## src/rtl/demux_lane_scheduler_pkg.sv

```systemverilog
// Shared definitions for the receive-side 1-to-2 demux lane scheduler.
// Holds the default word width, the lane enumeration and the lane count,
// plus a helper that returns the lane following a given lane.
package demux_lane_scheduler_pkg;

  localparam int DATA_W_DEF = 4;
  localparam int NUM_LANES  = 2;

  typedef enum logic {
    LANE0 = 1'b0,
    LANE1 = 1'b1
  } lane_e;

  // Strict alternation between the two lanes.
  function automatic lane_e next_lane(input lane_e lane);
    return (lane == LANE0) ? LANE1 : LANE0;
  endfunction

endpackage

```

## src/rtl/demux_lane_scheduler_lane_fifo.sv

```systemverilog
// lane_fifo: DEPTH-entry synchronous FIFO for one demux lane.
// A push into a full FIFO is refused even when a pop happens in the same
// cycle, and there is no bypass path: a word pushed into an empty FIFO is
// visible on head only after the clock edge that stores it.
//
// Ports:
//   clk_2f    in   clock, rising edge
//   reset     in   asynchronous active-high reset (empties the FIFO)
//   push      in   write push_data this cycle (ignored when full)
//   push_data in   DATA_W word to store
//   pop       in   drop the head entry this cycle (ignored when empty)
//   head      out  DATA_W head entry, 0 when empty
//   full      out  FIFO holds DEPTH entries
//   empty     out  FIFO holds no entries
module lane_fifo
  import demux_lane_scheduler_pkg::*;
#(
  parameter int DATA_W = DATA_W_DEF,
  parameter int DEPTH  = 2
) (
  input  logic              clk_2f,
  input  logic              reset,
  input  logic              push,
  input  logic [DATA_W-1:0] push_data,
  input  logic              pop,
  output logic [DATA_W-1:0] head,
  output logic              full,
  output logic              empty
);

  localparam int PTR_W = (DEPTH > 1) ? $clog2(DEPTH) : 1;

  logic [DATA_W-1:0] mem [DEPTH];
  logic [PTR_W-1:0]  wr_ptr;
  logic [PTR_W-1:0]  rd_ptr;
  logic [PTR_W:0]    occ;
  logic              do_push;
  logic              do_pop;

  assign full    = (occ == (PTR_W+1)'(DEPTH));
  assign empty   = (occ == '0);
  assign do_push = push & ~full;
  assign do_pop  = pop & ~empty;

  // Gating with empty keeps the output at zero straight out of reset,
  // without needing the storage array itself to be cleared.
  assign head = empty ? '0 : mem[rd_ptr];

  // NOTE: sequential state is updated with non-blocking assignments so every
  // register samples the pre-edge values of the others.
  always_ff @(posedge clk_2f or posedge reset) begin
    if (reset) begin
      wr_ptr <= '0;
      rd_ptr <= '0;
      occ    <= '0;
    end else begin
      if (do_push) wr_ptr <= wr_ptr + PTR_W'(1);
      if (do_pop)  rd_ptr <= rd_ptr + PTR_W'(1);
      case ({do_push, do_pop})
        2'b10:   occ <= occ + (PTR_W+1)'(1);
        2'b01:   occ <= occ - (PTR_W+1)'(1);
        default: occ <= occ;
      endcase
    end
  end

  // NOTE: the storage array has no reset; occupancy and pointers define which
  // entries are meaningful, so clearing the data would only cost logic.
  always_ff @(posedge clk_2f) begin
    if (do_push) mem[wr_ptr] <= push_data;
  end

endmodule

```

## src/rtl/demux_lane_scheduler.sv

```systemverilog
// demux_lane_scheduler: flow-controlled 1-to-2 word distributor.
// Accepts one valid/ready word stream and hands words to lane 0 and lane 1
// in strict alternation (lane 0 first). Each lane buffers words in its own
// lane_fifo and drains through an independent valid/ready handshake. A full
// target lane back-pressures the input; realign forces the next word to
// lane 0 and blocks acceptance for that cycle.
//
// Ports:
//   clk_2f               in   clock, rising edge
//   reset                in   asynchronous active-high reset
//   valid_in / data_in   in   input word stream
//   ready_in             out  scheduler accepts a word this cycle
//   realign              in   force the lane sequence back to lane 0
//   ready0 / ready1      in   lane consumers ready
//   validout0 / 1        out  lane buffer non-empty
//   dataout0 / 1         out  lane head word, 0 when empty
//   selector             out  lane receiving the next accepted word
//   count0 / count1      out  words accepted per lane since reset (wrapping)
module demux_lane_scheduler
  import demux_lane_scheduler_pkg::*;
#(
  parameter int DATA_W = DATA_W_DEF,
  parameter int DEPTH  = 2,
  parameter int CNT_W  = 8
) (
  input  logic              clk_2f,
  input  logic              reset,
  input  logic              valid_in,
  input  logic [DATA_W-1:0] data_in,
  output logic              ready_in,
  input  logic              realign,
  input  logic              ready0,
  input  logic              ready1,
  output logic              validout0,
  output logic              validout1,
  output logic [DATA_W-1:0] dataout0,
  output logic [DATA_W-1:0] dataout1,
  output logic              selector,
  output logic [CNT_W-1:0]  count0,
  output logic [CNT_W-1:0]  count1
);

  lane_e                sel_q;
  logic [NUM_LANES-1:0] full;
  logic [NUM_LANES-1:0] empty;
  logic [NUM_LANES-1:0] push;
  logic                 accept;
  logic [CNT_W-1:0]     count0_q;
  logic [CNT_W-1:0]     count1_q;

  // Depends only on registered state and realign, so upstream never sees a
  // combinational path from the lane consumers' ready inputs.
  assign ready_in = ~realign & ~full[sel_q];
  assign accept   = valid_in & ready_in;
  assign push[0]  = accept & (sel_q == LANE0);
  assign push[1]  = accept & (sel_q == LANE1);

  lane_fifo #(
    .DATA_W (DATA_W),
    .DEPTH  (DEPTH)
  ) u_lane0 (
    .clk_2f    (clk_2f),
    .reset     (reset),
    .push      (push[0]),
    .push_data (data_in),
    .pop       (ready0),
    .head      (dataout0),
    .full      (full[0]),
    .empty     (empty[0])
  );

  lane_fifo #(
    .DATA_W (DATA_W),
    .DEPTH  (DEPTH)
  ) u_lane1 (
    .clk_2f    (clk_2f),
    .reset     (reset),
    .push      (push[1]),
    .push_data (data_in),
    .pop       (ready1),
    .head      (dataout1),
    .full      (full[1]),
    .empty     (empty[1])
  );

  assign validout0 = ~empty[0];
  assign validout1 = ~empty[1];

  // realign wins over an accept; ready_in is already low while it is held.
  always_ff @(posedge clk_2f or posedge reset) begin
    if (reset) begin
      sel_q <= LANE0;
    end else if (realign) begin
      sel_q <= LANE0;
    end else if (accept) begin
      sel_q <= next_lane(sel_q);
    end
  end

  // Per-lane accepted-word counters, free-running wrap at 2^CNT_W.
  always_ff @(posedge clk_2f or posedge reset) begin
    if (reset) begin
      count0_q <= '0;
      count1_q <= '0;
    end else begin
      if (push[0]) count0_q <= count0_q + CNT_W'(1);
      if (push[1]) count1_q <= count1_q + CNT_W'(1);
    end
  end

  assign selector = sel_q;
  assign count0   = count0_q;
  assign count1   = count1_q;

endmodule

```

## config.mk

```make
export PLATFORM = sky130hd
export DESIGN_NAME = demux_lane_scheduler
export DESIGN_NICKNAME = d
export VERILOG_FILES = /design/src/rtl/demux_lane_scheduler_pkg.sv /design/src/rtl/demux_lane_scheduler_lane_fifo.sv /design/src/rtl/demux_lane_scheduler.sv
export SDC_FILE = /design/constraint.sdc
export NUM_CORES = 1
export LEC_CHECK = 0
export CAP_MARGIN = 20
export CORE_ASPECT_RATIO = 0.9
export CORE_MARGIN = 3
export CORE_UTILIZATION = 53
export CTS_CLUSTER_DIAMETER = 80
export DETAILED_ROUTE_END_ITERATION = 10
export PLACE_DENSITY = 0.83
export SYNTH_ARGS = -nofsm -noshare
export SYNTH_HDL_FRONTEND = slang
export SYNTH_SLANG_ARGS = --single-unit
```

## constraint.sdc

```tcl
create_clock -name clk_2f -period 4.92 [get_ports clk_2f]
set_input_delay 0.984 -clock clk_2f [delete_from_list [all_inputs] [get_ports clk_2f]]
set_output_delay 0.984 -clock clk_2f [all_outputs]
set_load 0.05 [all_outputs]
```

==> results of run 1 <==
[how the worst max path moves through the flow]
stage / from / end / slack [ns] / depth (start not counted)
after floorplan: realign / ready_in / 2.30 / 1
after global placement: realign / ready_in / 1.59 / 3
after detailed placement: realign / ready_in / 1.58 / 3
after CTS: realign / ready_in / 1.57 / 3
after global routing: realign / ready_in / 1.51 / 3
final: realign / ready_in / 1.57 / 3
[report_power, final]
| group | leakage [nW] | internal, mW | switching (mW) |
|---|---|---|---|
| combinational | 0.434 | 0.246 | 0.427 |
| clock | 0.0518 | 0.149 | 0.109 |
| sequential | 0.461 | 0.436 | 0.0938 |
| total | 0.947 | 0.831 | 0.630 |
[cell usage after synthesis, drive strengths merged]
cell type	n
dfrtp	25
inv	5
buf	1
and4b	1
a21oi	2
nor3b	1
nand4	3
edfxtp	16
and2	4
xnor2	14
mux2	1
nand3	4
nor3	3
and4	1
nor2b	3
nor2	18
nand2	8
clkbuf	2
xor2	10
mux2i	8
and3	2
nand2b	2
ha	4
[logic make-up after synthesis]
| logic type | after synthesis | share of synthesized area [%] |
|---|---|---|
| buf+inv | 8 | 1.77 |
| mux | 9 | 5.16 |
| compound gates | 2 | 0.566 |
| flops | 41 | 62.5 |
| xor+xnor | 24 | 11.9 |
| simple gates | 50 | 15.3 |
| fa+ha+maj | 4 | 2.83 |
[cells in the final DEF (no fill, tap or decap), drive strengths merged]
cell type      instances
clkdlybuf4s50         37
dfrtp                 25
nor2                  18
edfxtp                16
xnor2                 14
xor2                  10
nand2                  8
mux2i                  8
clkbuf                 5
inv                    5
nand3                  4
and2                   4
ha                     4
nand4                  3
nor3                   3
nor2b                  3
nand2b                 2
and3                   2
a21oi                  2
and4b                  1
and4                   1
nor3b                  1
mux2                   1
clkinvlp               1
clkinv                 1
bufinv                 1
[per-layer routing]
layer  share of wire, %  routed length [um]
met1                 47                1430
met3                4.0                 124
met4                2.2                  67
met2                 47                1450
met5                  0                   0
[worst register-to-register path: stages, from the launching register on]
cell and delay, ns:
dfrtp_1 0.43, nand2b_1 0.20, and4b_1 0.49, inv_2 0.07
ha_1 0.20, xnor2_1 0.16, nor2_1 0.07, xor2_1 0.14
[registers in the layout (all words and copies together), names as in the netlist]
name and count:
selector 1, u_lane0.wr_ptr 1, u_lane0.occ 2, count0 8
u_lane1.wr_ptr 1, u_lane0.rd_ptr 1, count1 8, u_lane1.occ 2
u_lane1.rd_ptr 1, u_lane1.mem 8, u_lane0.mem 8
[layout make-up]
type | instances | area, um^2
inverters | 5 | 18.8
clock inverters | 3 | 41.3
multi-input cells | 89 | 632
fillers | 221 | 825
clock buffers | 5 | 68.8
flip-flops and latches | 41 | 1110
well taps | 42 | 52.6
repair buffers | 37 | 370
[through the flow]
step | total power [mW] | utilization [%]
after floorplan | 0.998 | -
after global routing | 1.54 | 73.5
final | 1.46 | 73.5
after CTS | 1.47 | 73.5
after detailed placement | 1.21 | 70.0
after global placement | 1.19 | 70.0
==> out/qor.yml, run 1 <==
setup_viol: 0
ys_warn_count: 0
crit_path_start_kind: "input port"
fmax_mhz: 299
hold_violations: 0
pre_cts_ws_ns: 1.58
grt.overflow.total: 0
run_status: "finished, final reports clean"
yosysTopAreaCell: "dfrtp_1"
coreArea_um2: 3110
placed_area_um2: 2180
holdPathStages: 1
hp-start: "count0[7]"
vias: 1130
slew_headroom_pct: 36.9
peakVddDrop_v: 0.000377
drc: 0
syn_nets: 152
cp_top_family: "buffers and inverters"
hp-class: "reg2reg"
dr.pass1.iters: 4
ys_seq_area_share_pct: 62.5
synth_top_cell_area_share_pct: 35.4
rr_endpoint: "u_lane1.occ[1]"
clock_latency_ns: 0.28
port_buffers: 37
dp_cells: 214
io_pins: 38
crit_path_frequent_cell: "clkdlybuf4s50_1"
busiest_layer: "met2"
grt_util_met1_pct: 21.3
tritoncts: "done"
fin_worst_skew_ns: 0.00427
grt_use_total_pct: 17.4
routed_wl_mm: 3.07
ctsResizeCount: 0
hold_slack_ns: 0.491
min_period_over_period_pct: 68.1
final_area_um2: 2290
hpwl_mm: 2.26
crit_path_end_kind: "output port"
finalCriticalPeriod_ns: 3.35
cts_buffers: 5
reg2reg_slack_ns: 3.06
worstHoldEndpoint: "count0[7]"
ant_nets: 0
grt_max_degree: 26
dieWidth_um: 66.9
path_max_fanout: 4
p_per_area_nw_per_um2: 638
viasPerCell: 5.09
die_h_um: 60.8
maxCapViolCount: 0
synthCells: 138
num_antenna_cells: 0
nNetsFinal: 193
reg2reg_depth: 7
synth.distinct_cells: 26
gr-usage-met3_pct: 3.70
cts.reportedPaths.clkPinSlew_ns: 0.07
cts_max_path_buffers: 2
final_max_slew_viol_count: 0
grt_pass1_vias: 1157
worstPathCellList: "clkdlybuf4s50_1, nor2_1, clkdlybuf4s50_1"
critPathBufInv: 2
drive_above_1_share_pct: 7.22
post_cts_buffers: 0
start_util_pct: 56.8
crit_type: "in2out"
crit_path_top_delay_cell: "clkdlybuf4s50_1"
wl_per_cell_um: 13.8
initialDrtViolationCount: 41
gp_congestion: 0.797
synth.avg_cell_area_um2: 12.8
worstPathArrival_ns: 2.36
antenna_found_initial: 0
worstMarginPinSlew_ns: 0.945
die_area_um2: 4070
rows: 19
grt_pass1_wl_mm: 5.11
max_stage_delay_ns: 0.81
setup_slack_ns: 1.57
fin_tns_setup_ns: 0
leakage_nw: 0.947
stdcell_count: 222
rr_startpoint: "u_lane1.occ[0]"
synth_seq_cells: 41
hold_buffers: 0
critical_path_required_ns: 3.94
syn-cell-area_um2: 1770
rsz0062_at_grt: "false"
area_growth_pct: 29.4
grtUsageMet2_pct: 29.2
synth.area.top_cells: "dfrtp_1 (35%), edfxtp_1 (27%), xnor2_1 (6.9%), xor2_1 (5.0%), mux2i_1 (4.5%)"
cts_htree_levels: 2
cts_sinks: 41
cts-root-buf: "clkbuf_8"
No activity file was read; power rests on OpenSTA's default activity.
==> run 2: changes to the inputs <==
CORE_UTILIZATION = 45   (was 53)
PLACE_DENSITY = 0.75   (was 0.83)
clock period = 3.05 ns   (was 4.92 ns; I/O delays follow)
==> out/qor.yml, run 2 (synthesized netlist as in run 1, its figures left out) <==
cellInternalPower_mw: 1.26  # +52%
antenna_found_initial: 0  # unchanged
port_buffers: 37  # unchanged
peakVddDrop_v: 0.000577  # +53%
fin_tns_setup_ns: 0  # unchanged
fmax_mhz: 385
cts-root-buf: "clkbuf_8"
met2_length_mm: 1.34  # -7.6%
layout_commonest_cell: "clkdlybuf4s50_1"
wl_per_cell_um: 13.2  # -4.3%
wl_met1_mm: 1.43  # about the same
reg2reg_slack_ns: 1.24  # -1.82 ns
clock_latency_ns: 0.28  # about the same
crit_path_end_kind: "output port"
min_period_over_period_pct: 85.2
setup_slack_ns: 0.450  # -1.12 ns
critical_path_required_ns: 2.44  # -1.50 ns
fill_cells: 277  # +25%
cts_htree_levels: 2  # unchanged
dieWidth_um: 72.1  # +7.8%
holdPathStages: 1  # unchanged
die_h_um: 65.5  # +7.7%
routed_wl_mm: 2.98  # -3.0%
cts.reportedPaths.clkPinSlew_ns: 0.07  # about the same
crit_type: "in2out"
dr.pass1.iters: 4  # unchanged
multi_input_area_um2: 632  # unchanged
post_cts_buffers: 0  # unchanged
slew_headroom_pct: 66.2  # +29 points
grt_use_total_pct: 14.3  # -3.1 points
final_max_slew_viol_count: 0  # unchanged
ctsResizeCount: 0  # unchanged
worstPathArrival_ns: 1.99  # -0.37 ns
reg2reg_depth: 6  # -1
stdcell_count: 225  # +1.4%
seq_area_um2: 1110  # unchanged
power.switching_mw: 0.999  # +59%
setup_viol: 0  # unchanged
vias: 1110  # -1.8%
die_area_um2: 4720  # +16%
sw_frac_of_total_pct: 44.2  # +1.1 points
power_frac_seq_pct: 37.6  # +1.3 points
fin_worst_skew_ns: 0.00483  # +0.000554 ns
area_growth_pct: 29.6
cts_sinks: 41  # unchanged
p_per_area_nw_per_um2: 986  # +55%
dp_cells: 216  # +0.93%
grt.overflow.total: 0  # unchanged
pre_cts_ws_ns: 0.448  # -1.13 ns
rr_startpoint: "u_lane1.occ[0]"
final_cell_mix: "clkdlybuf4s50_1 (37), dfrtp_1 (25), nor2_1 (18), edfxtp_1 (16), xnor2_1 (14)"
wl_met3_um: 172  # +39%
crit_path_start_kind: "input port"
power_frac_clock_pct: 14.3  # -3.4 points
initialDrtViolationCount: 28  # -32%
hp-start: "count0[7]"
rsz0062_at_grt: "false"
finalCriticalPeriod_ns: 2.60
viasPerCell: 4.93  # -3.1%
ant_nets: 0  # unchanged
grt_pass1_vias: 1114  # -3.7%
power_frac_comb_pct: 48.1  # +2.0 points
path_max_fanout: 4  # unchanged
io_pins: 38  # unchanged
gp_congestion: 0.806  # +1.1%
hold_buffers: 0  # unchanged
grt_pass1_wl_mm: 5.15  # +0.68%
hold_violations: 0  # unchanged
num_antenna_cells: 0  # unchanged
hp-class: "reg2reg"
worstMarginPinSlew_ns: 0.505  # -0.440 ns
cts_buffers: 5  # unchanged
tritoncts: "done"
hpwl_mm: 2.23  # -1.5%
drive_above_1_share_pct: 7.73  # +0.51 points
drc: 0  # unchanged
maxCapViolCount: 0  # unchanged
grt_max_degree: 26  # unchanged
leakage_nw: 0.953  # +0.62%
start_util_pct: 49.4  # -7.4 points
nNetsFinal: 194  # +0.52%
rr_endpoint: "u_lane1.occ[1]"
cts_max_path_buffers: 2  # unchanged
run_status: "finished, final reports clean"
worstHoldEndpoint: "count0[7]"
rows: 20  # +1
highest_layer: "met4"
coreArea_um2: 3580  # +15%
run 2: cell types whose count changed in the layout (fill, tap and decap cells not counted), sizes merged:
cell | before | now
buf | 0 | 1
bufinv | 1 | 0
clkbuf | 5 | 6
clkinv | 1 | 2
clkinvlp | 1 | 0
run 2: worst max-delay path, cell delays in order:
cell and delay [ns]:
clkdlybuf4s50_1 0.46, nor2_1 0.12, clkdlybuf4s50_1 0.80
run 2: area by class of cell:
class / count / area share, %
Sequential cell: 41 / 48.3
Tap cell: 44 / 2.40
Inverter: 5 / 0.819
Clock inverter: 2 / 0.437
Clock buffer: 6 / 3.17
Timing Repair Buffer: 38 / 17.4
Multi-Input combinational cell: 89 / 27.6
run 2: power by group through the flow:
stage               logic (mW)  registers (mW)  clock network, mW
floorplan                0.616           0.995                  0
global placement          1.07           0.853                  0
detailed placement        1.10           0.859                  0
CTS                       1.10           0.851              0.336
global route              1.15           0.876              0.361
finish                    1.09           0.850              0.323
run 2: worst max-delay path by stage:
| stage | start | end | slack [ns] | cells after the start |
|---|---|---|---|---|
| finish | realign | ready_in | 0.45 | 3 |
| global route | u_lane0.occ[0] | ready_in | 0.36 | 5 |
| CTS | u_lane0.occ[0] | ready_in | 0.45 | 5 |
| detailed placement | realign | ready_in | 0.45 | 3 |
| global placement | realign | ready_in | 0.47 | 3 |
| floorplan | selector | ready_in | 0.93 | 2 |
run 2: layer usage:
layer  global-route usage [%]  up-vias
met3                     2.91        5
li1                         -      547
met4                     6.10        0
met1                     19.3      524
met5                        0        -
met2                     22.4       34
run 2: stage by stage:
step	util (%)	area, um^2	hold WS (ns)	total power [mW]
4_1_cts	63.3	2260	0.475	2.28
5_1_grt	64.1	2290	0.505	2.39
3_3_place_gp	61.0	2180	0.456	1.93
6_report	64.1	2290	0.473	2.26
2_1_floorplan	-	1770	0.456	1.61
3_5_place_dp	61.0	2180	0.462	1.95
==> run 3: changes to the inputs <==
GPL_TIMING_DRIVEN = 0   (was default)
==> out/qor.yml, run 3 (synthesized netlist as in run 1, its figures left out) <==
worstPathArrival_ns: 2.01  # +0.02 ns
worstMarginPinSlew_ns: 0.933  # +0.428 ns
grt.overflow.total: 0  # unchanged
start_util_pct: 49.4  # unchanged
path_max_fanout: 4  # unchanged
final_cell_mix: "clkdlybuf4s50_1 (37), dfrtp_1 (25), nor2_1 (18), edfxtp_1 (16), xnor2_1 (14)"
crit_path_frequent_cell: "clkdlybuf4s50_1"
gp_congestion: 0.795  # -1.4%
reg2reg_depth: 7  # +1
hold_buffers: 0  # unchanged
cts_max_path_buffers: 2  # unchanged
hp-class: "reg2reg"
critPathBufInv: 2  # unchanged
cts-root-buf: "clkbuf_8"
crit_path_end_kind: "output port"
viasPerCell: 4.95  # +0.28%
hpwl_mm: 2.18  # -2.2%
maxCapViolCount: 0  # unchanged
nNetsFinal: 196  # +1.0%
grt_pass1_vias: 1171  # +5.1%
cts_sinks: 41  # unchanged
final_area_um2: 2300  # +0.55%
dp_cells: 219  # +1.4%
p_per_area_nw_per_um2: 1020  # +3.7%
cts.reportedPaths.clkPinSlew_ns: 0.07  # about the same
grt_use_total_pct: 14.0  # -0.32 points
slew_headroom_pct: 37.7  # -28 points
path_depth: 3  # unchanged
cts_htree_levels: 2  # unchanged
num_antenna_cells: 0  # unchanged
fin_tns_setup_ns: 0  # unchanged
antenna_found_initial: 0  # unchanged
critical_path_required_ns: 2.44  # about the same
cp_top_family: "buffers and inverters"
grt_pass1_wl_mm: 5.13  # -0.27%
drc: 0  # unchanged
coreArea_um2: 3580  # unchanged
area_growth_pct: 30.3
crit_path_top_delay_cell: "clkdlybuf4s50_1"
clock_latency_ns: 0.28  # about the same
dr.pass1.iters: 4  # unchanged
fmax_mhz: 381  # -0.88%
io_pins: 38  # unchanged
dieWidth_um: 72.1  # unchanged
finalCriticalPeriod_ns: 2.62  # +0.0230 ns
hold_violations: 0  # unchanged
wl_per_cell_um: 13.1  # -1.2%
worstPathCellList: "clkdlybuf4s50_1, nor2_1, clkdlybuf4s50_1"
die_area_um2: 4720  # unchanged
crit_type: "in2out"
port_buffers: 37  # unchanged
ant_nets: 0  # unchanged
holdPathStages: 1  # unchanged
tritoncts: "done"
hold_slack_ns: 0.463  # -0.0101 ns
setup_slack_ns: 0.427  # -0.0230 ns
cts_buffers: 5  # unchanged
post_cts_buffers: 0  # unchanged
placed_area_um2: 2190  # +0.57%
grt_max_degree: 26  # unchanged
layout_commonest_cell: "clkdlybuf4s50_1"
stdcell_count: 227  # +0.89%
setup_viol: 0  # unchanged
rows: 20  # unchanged
die_h_um: 65.5  # unchanged
initialDrtViolationCount: 27  # -3.6%
ctsResizeCount: 0  # unchanged
max_stage_delay_ns: 0.81  # about the same
vias: 1123  # +1.2%
peakVddDrop_v: 0.000648  # +12%
leakage_nw: 0.955  # +0.21%
min_period_over_period_pct: 86.0  # +0.76 points
crit_path_start_kind: "input port"
fin_worst_skew_ns: 0.00218  # -0.00265 ns
fin_util_pct: 64.4  # +0.35 points
final_max_slew_viol_count: 0  # unchanged
rsz0062_at_grt: "false"
run_status: "finished, final reports clean"
routed_wl_mm: 2.97  # -0.34%
drive_above_1_share_pct: 7.65  # -0.085 points
pre_cts_ws_ns: 0.432  # -0.0156 ns
p_total_mw: 2.36  # +4.3%
-- run 3: cell count changes in the layout (fill, tap and decap cells not counted) --
cell | previous run | this run
clkinv_2 | 2 | 0
buf_16 | 1 | 0
buf_2 | 0 | 1
bufinv_16 | 0 | 1
clkbuf_1 | 1 | 2
clkinv_1 | 0 | 1
clkinvlp_4 | 0 | 1
-- run 3: final cells by class --
cell class	count	area, um^2
buffer	3	12.5
clock buffer	5	68.8
clock inverter	3	41.3
fill	271	1270
inverter	5	18.8
multi-input combinational	89	632
sequential	41	1110
tap	44	55.1
timing repair buffer	37	370
-- run 3: final timing paths --
| check | startpoint | end | slack, ns |
|---|---|---|---|
| setup / recovery | realign | ready_in | 0.43 |
| hold / removal | count0[7] | count0[7] | 0.46 |
| setup reg to reg | u_lane1.occ[0] | u_lane1.occ[1] | 1.30 |
| hold reg to reg | count0[7] | count0[7] | 0.46 |
| max in group asynchronous | reset | u_lane1.occ[1] | 1.65 |
| min in group asynchronous | reset | count0[0] | 0.83 |
-- run 3: per-layer routing --
metal | share of wire (%) | track usage (%)
met1 | 47 | 17.6
met2 | 46 | 23.0
met3 | 6.6 | 4.89
met4 | 0.84 | 3.52
met5 | 0 | 0
-- run 3: power by group --
part	total [mW]	internal, mW	leakage (nW)	switching [mW]
Clock	0.415	0.241	0.0518	0.174
Combinational	1.12	0.402	0.442	0.716
Sequential	0.823	0.703	0.461	0.120
==> edit 1 (flow settings as in run 3) <==
Set the package constant `DATA_W_DEF` to 6 (it was 4).
--- a/src/rtl/demux_lane_scheduler_pkg.sv
+++ b/src/rtl/demux_lane_scheduler_pkg.sv
@@ -5,3 +5,3 @@
 
-  localparam int DATA_W_DEF = 4;
+  localparam int DATA_W_DEF = 6;
   localparam int NUM_LANES  = 2;
Ports: changed (resized data_in, dataout0 and dataout1); port bits go from 38 to 44. The function was not compared with the original's and may differ.
==> edit 1 against run 3 <==
  * Area after synthesis is 19% higher
  * Non-clock buffer count rose by 8
  * Die area grew 18%
  * Via count grew 15%
  * Clock power fell by 13%
  * Synthesized cell count is 14% higher
  * Clock skew increased by 2.1 ps
  * Worst setup slack worse by 200 ps
  * Total power is 16% higher
  * Routed wire length is 28% higher
  * Maximum frequency is 7.0% lower
  * Design area is 19% higher
  * Sequential cell count is 8 higher
  * Combinational power is 24% higher
  * Largest cell class unchanged
==> edit 1: results (changes against run 3) <==
Global route
  – Vias in the first global route: 1377 (+18%)
  – GRT Util Overall: 0.152 (+0.0119)
  – M3 GR Usage: 0.0433 (-0.00567)
  – Global-route wire length before repair: 6520 um (+27%)
  – GR Util met2: 0.253 (+0.0233)

Clock tree
  – Clock latency on the worst-skew pair: 300 ps (+20 ps)
  – Clk buf depth: 2 (unchanged)

Logic synthesis
  – Async SR Flop Fraction: 0.510 (-0.0996)
  – Area contributors post-synth: edfxtp_1 34%, dfrtp_1 30%, xnor2_1 6.6%, mux2i_1 5.7%, nor2_1 3.7%
  – Yosys cell types: 30 (+15%)
  – Net Count, Synth: 173 (+14%)
  – Most frequent cells after synthesis: 25 x dfrtp_1, 24 x edfxtp_1, 21 x nor2_1
  – Sequential share of the synthesized area: 0.637 (+0.0123)
  – Post-synth EDFFs: 24 (+8)

STA
  – Relative slew margins: 0.595 (+0.217)
  – Clk_skew: 4.29 ps (+2.11 ps)

Placement
  – DP Wirelength: 2830 um (+30%)
  – Placer congestion estimate: 0.756 (-4.9%)
  – Port Buffer Count: 43 (+16%)

Setup path
  – Arrival @ worst endpoint: 2210 ps (+200 ps)
  – Cells on worst reg2reg path: 5 (-2)
  – CP max stage delay: 860 ps (+50 ps)
  – R2R Path End: u_lane1.mem[0][1]
  – Reg2reg setup slack: 1240 ps (-60 ps)
  – Max Fanout on Critical Path: 3 (-1)

Finish
  – Layout cells sized above 1: 0.105 (+0.0288)
  – Fill cells: 364 (+34%)
  – Post-layout nets: 224 (+14%)

Run status
  – Status: complete, no violations

Worst hold path
  – Hold EP: count1[7]
  – Worst hold start: count1[7]

Power and ir drop
  – Total Power: 2.72 mW (+16%)
  – Max VDD drop: 666 uV (+2.9%)
  – Clock network power share: 0.133 (-0.043)
  – Comb pwr share: 0.512 (+0.037)
  – Sw frac: 0.450 (+0.0211)
  – Leak: 1.13 nW (+18%)

Route
  – Wirelength per Cell: 14.2 um (+8.4%)
  – 1st-iter DRT viols: 88 (+230%)
==> edit 1: cell count changes in the layout (fill, tap and decap cells not counted), sizes merged, moves of 3 or more <==
cell and delta:
buf +4, clkdlybuf4s50 +6, inv +3, mux2i +4, nor2 +3, edfxtp +8
and2 -3
==> edit 1: worst max path at each step <==
| stage | from | end | slack (ps) |
|---|---|---|---|
| floorplan | selector | ready_in | 440 |
| global placement | realign | ready_in | 280 |
| detailed placement | realign | ready_in | 260 |
| CTS | realign | ready_in | 240 |
| global route | realign | ready_in | 220 |
| finish | realign | ready_in | 230 |
==> edit 1: through the flow <==
step | cell area, um2 | hold slack [ps] | setup slack (ps) | instances
2_1_floorplan | 2110 | 460 | 441 | 157
3_3_place_gp | 2620 | 458 | 285 | 260
3_5_place_dp | 2620 | 459 | 258 | 260
4_1_cts | 2700 | 474 | 239 | 268
5_1_grt | 2730 | 500 | 218 | 269
6_report | 2730 | 466 | 231 | 269
==> edit 1: final cells by class <==
type,instances,area (um2),area share
clock inverters,3,17.5,0.00641
plain buffers,4,26.3,0.00962
multi-input cells,96,709,0.260
clock buffers,5,68.8,0.0252
repair buffers,44,458,0.168
flip-flops and latches,49,1350,0.493
inverters,8,30.0,0.0110
well taps,60,75.1,0.0275
==> edit 1: cell families after synthesis <==
logic type / Yosys count / share of synthesized area
adder cells (fa/ha/maj): 4 / 0.0237
AO/OA/AOI/OAI: 1 / 0.00356
XOR/XNOR: 24 / 0.0995
multiplexers: 13 / 0.0622
buffers and inverters: 12 / 0.0267
flip-flops: 49 / 0.637
AND/OR/NAND/NOR: 54 / 0.147
==> edit 1: per-layer routing <==
layer | vias up | share of wire
li1 | 632 | -
met1 | 629 | 0.44
met2 | 32 | 0.50
met3 | 2 | 0.048
met4 | 0 | 0.0050
met5 | - | 0
==> edit 2 (config.mk and constraints of run 3) <==
Made on the original files. Register the output `count0` once more; this adds one clock of latency there. The other outputs are not delayed to match.
--- a/src/rtl/demux_lane_scheduler.sv
+++ b/src/rtl/demux_lane_scheduler.sv
@@ -111,3 +111,5 @@
   assign selector = sel_q;
-  assign count0   = count0_q;
+  always_ff @(posedge clk_2f) begin
+    count0 <= count0_q;
+  end
   assign count1   = count1_q;
Formal check against the unedited RTL: not equivalent (Yosys sat finds a counterexample within 4 cycles, from zero or initial values and one cycle with reset high).
==> edit 2 against run 3 <==
  * First-iteration DRC count rose to 3.0 times the old value
  * Non-clock buffer count up 1
  * Register-to-register slack better by 30 ps
  * Worst setup slack worse by 49 ps
  * Design area increased by 8.2%
  * Area after synthesis is 10% higher
  * Count of clock-buffer cells in the layout rose by 3
  * Sequential cell count grew 8
  * Global-route usage grew 0.60 points
  * Cell count increased by 4.8%
  * Sequential share of layout area is 2.8 points higher
  * Total power rose by 7.2%
  * Routed wire length increased by 11%
  * Critical path type unchanged
  * Critical endpoint unchanged
==> edit 2: results (changes against run 3) <==
Finish
  – Multi-In Gates: 86 (-3.4%)
  – Final clock-cell share: 0.0447 (-0.00312)
  – Inverters: 6 (+1)
  – Clkbuf count: 8 (+3)
  – Non-clock buffer count: 41 (+2.5%)

Placement
  – Placer congestion estimate: 0.793 (-0.25%)
  – Setup WS pre-CTS: 372 ps (-59.7 ps)

Worst hold path
  – Worst hold start: count0_q[7]
  – Hold EP: count0[7]

Power and ir drop
  – Max VDD drop: 517 uV (-20%)
  – Leak: 1.03 nW (+8.1%)
  – Seq. pwr: 975 uW (+18%)

Route
  – Wirelength per Cell: 13.9 um (+6.2%)
  – Metal2 WL: 1630 um (+20%)

Logic synthesis
  – Most frequent cells after synthesis: 25 x dfrtp_1, 18 x xnor2_1, 16 x edfxtp_1, 16 x nor2_1
  – Area share of fa/ha/maj cells after synthesis: 0.0256 (-0.00265)
  – Area contributors post-synth: dfrtp_1 32%, edfxtp_1 25%, dfxtp_1 8.2%, xnor2_1 8.1%, mux2i_1 4.1%

Global route
  – GR Util met2: 0.253 (+0.0237)
  – GRT Util Overall: 0.146 (+0.00596)
  – M3 GR Usage: 0.0499 (+0.000997)

STA
  – Relative slew margins: 0.365 (-0.0123)
  – Hold slack: 400 ps (-62.4 ps)

Run status
  – Status: complete, no violations

Clock tree
  – CTS sink cnt: 49 (+20%)

Setup path
  – Max Fanout on Critical Path: 3 (-1)
  – Reg2reg setup slack: 1330 ps (+30 ps)
[edit 2: cell types whose count changed in the layout (fill, tap and decap cells not counted), moves of 2 or more]
cell / before / now
dfxtp_1: 0 / 8
xnor2_1: 14 / 18
xor2_1: 10 / 6
and3_1: 2 / 4
inv_1: 3 / 5
nand4_1: 3 / 5
nor2_1: 18 / 16
nor3_2: 2 / 0
[edit 2: worst max-delay path by stage]
stage                   start       end  slack (ps)  depth (start not counted)
4_1_cts               realign  ready_in         370                          3
2_1_floorplan        selector  ready_in         820                          3
6_report              realign  ready_in         380                          3
5_1_grt        u_lane0.occ[1]  ready_in         260                          5
3_3_place_gp          realign  ready_in         370                          3
3_5_place_dp          realign  ready_in         370                          3
[edit 2: through the flow]
stage,utilization,power (mW),instance area [um2],std cells
5_1_grt,0.604,2.67,2490,238
4_1_cts,0.604,2.56,2490,238
3_5_place_dp,0.577,2.12,2380,230
3_3_place_gp,0.577,2.09,2380,230
2_1_floorplan,-,1.77,1950,145
6_report,0.604,2.52,2490,238
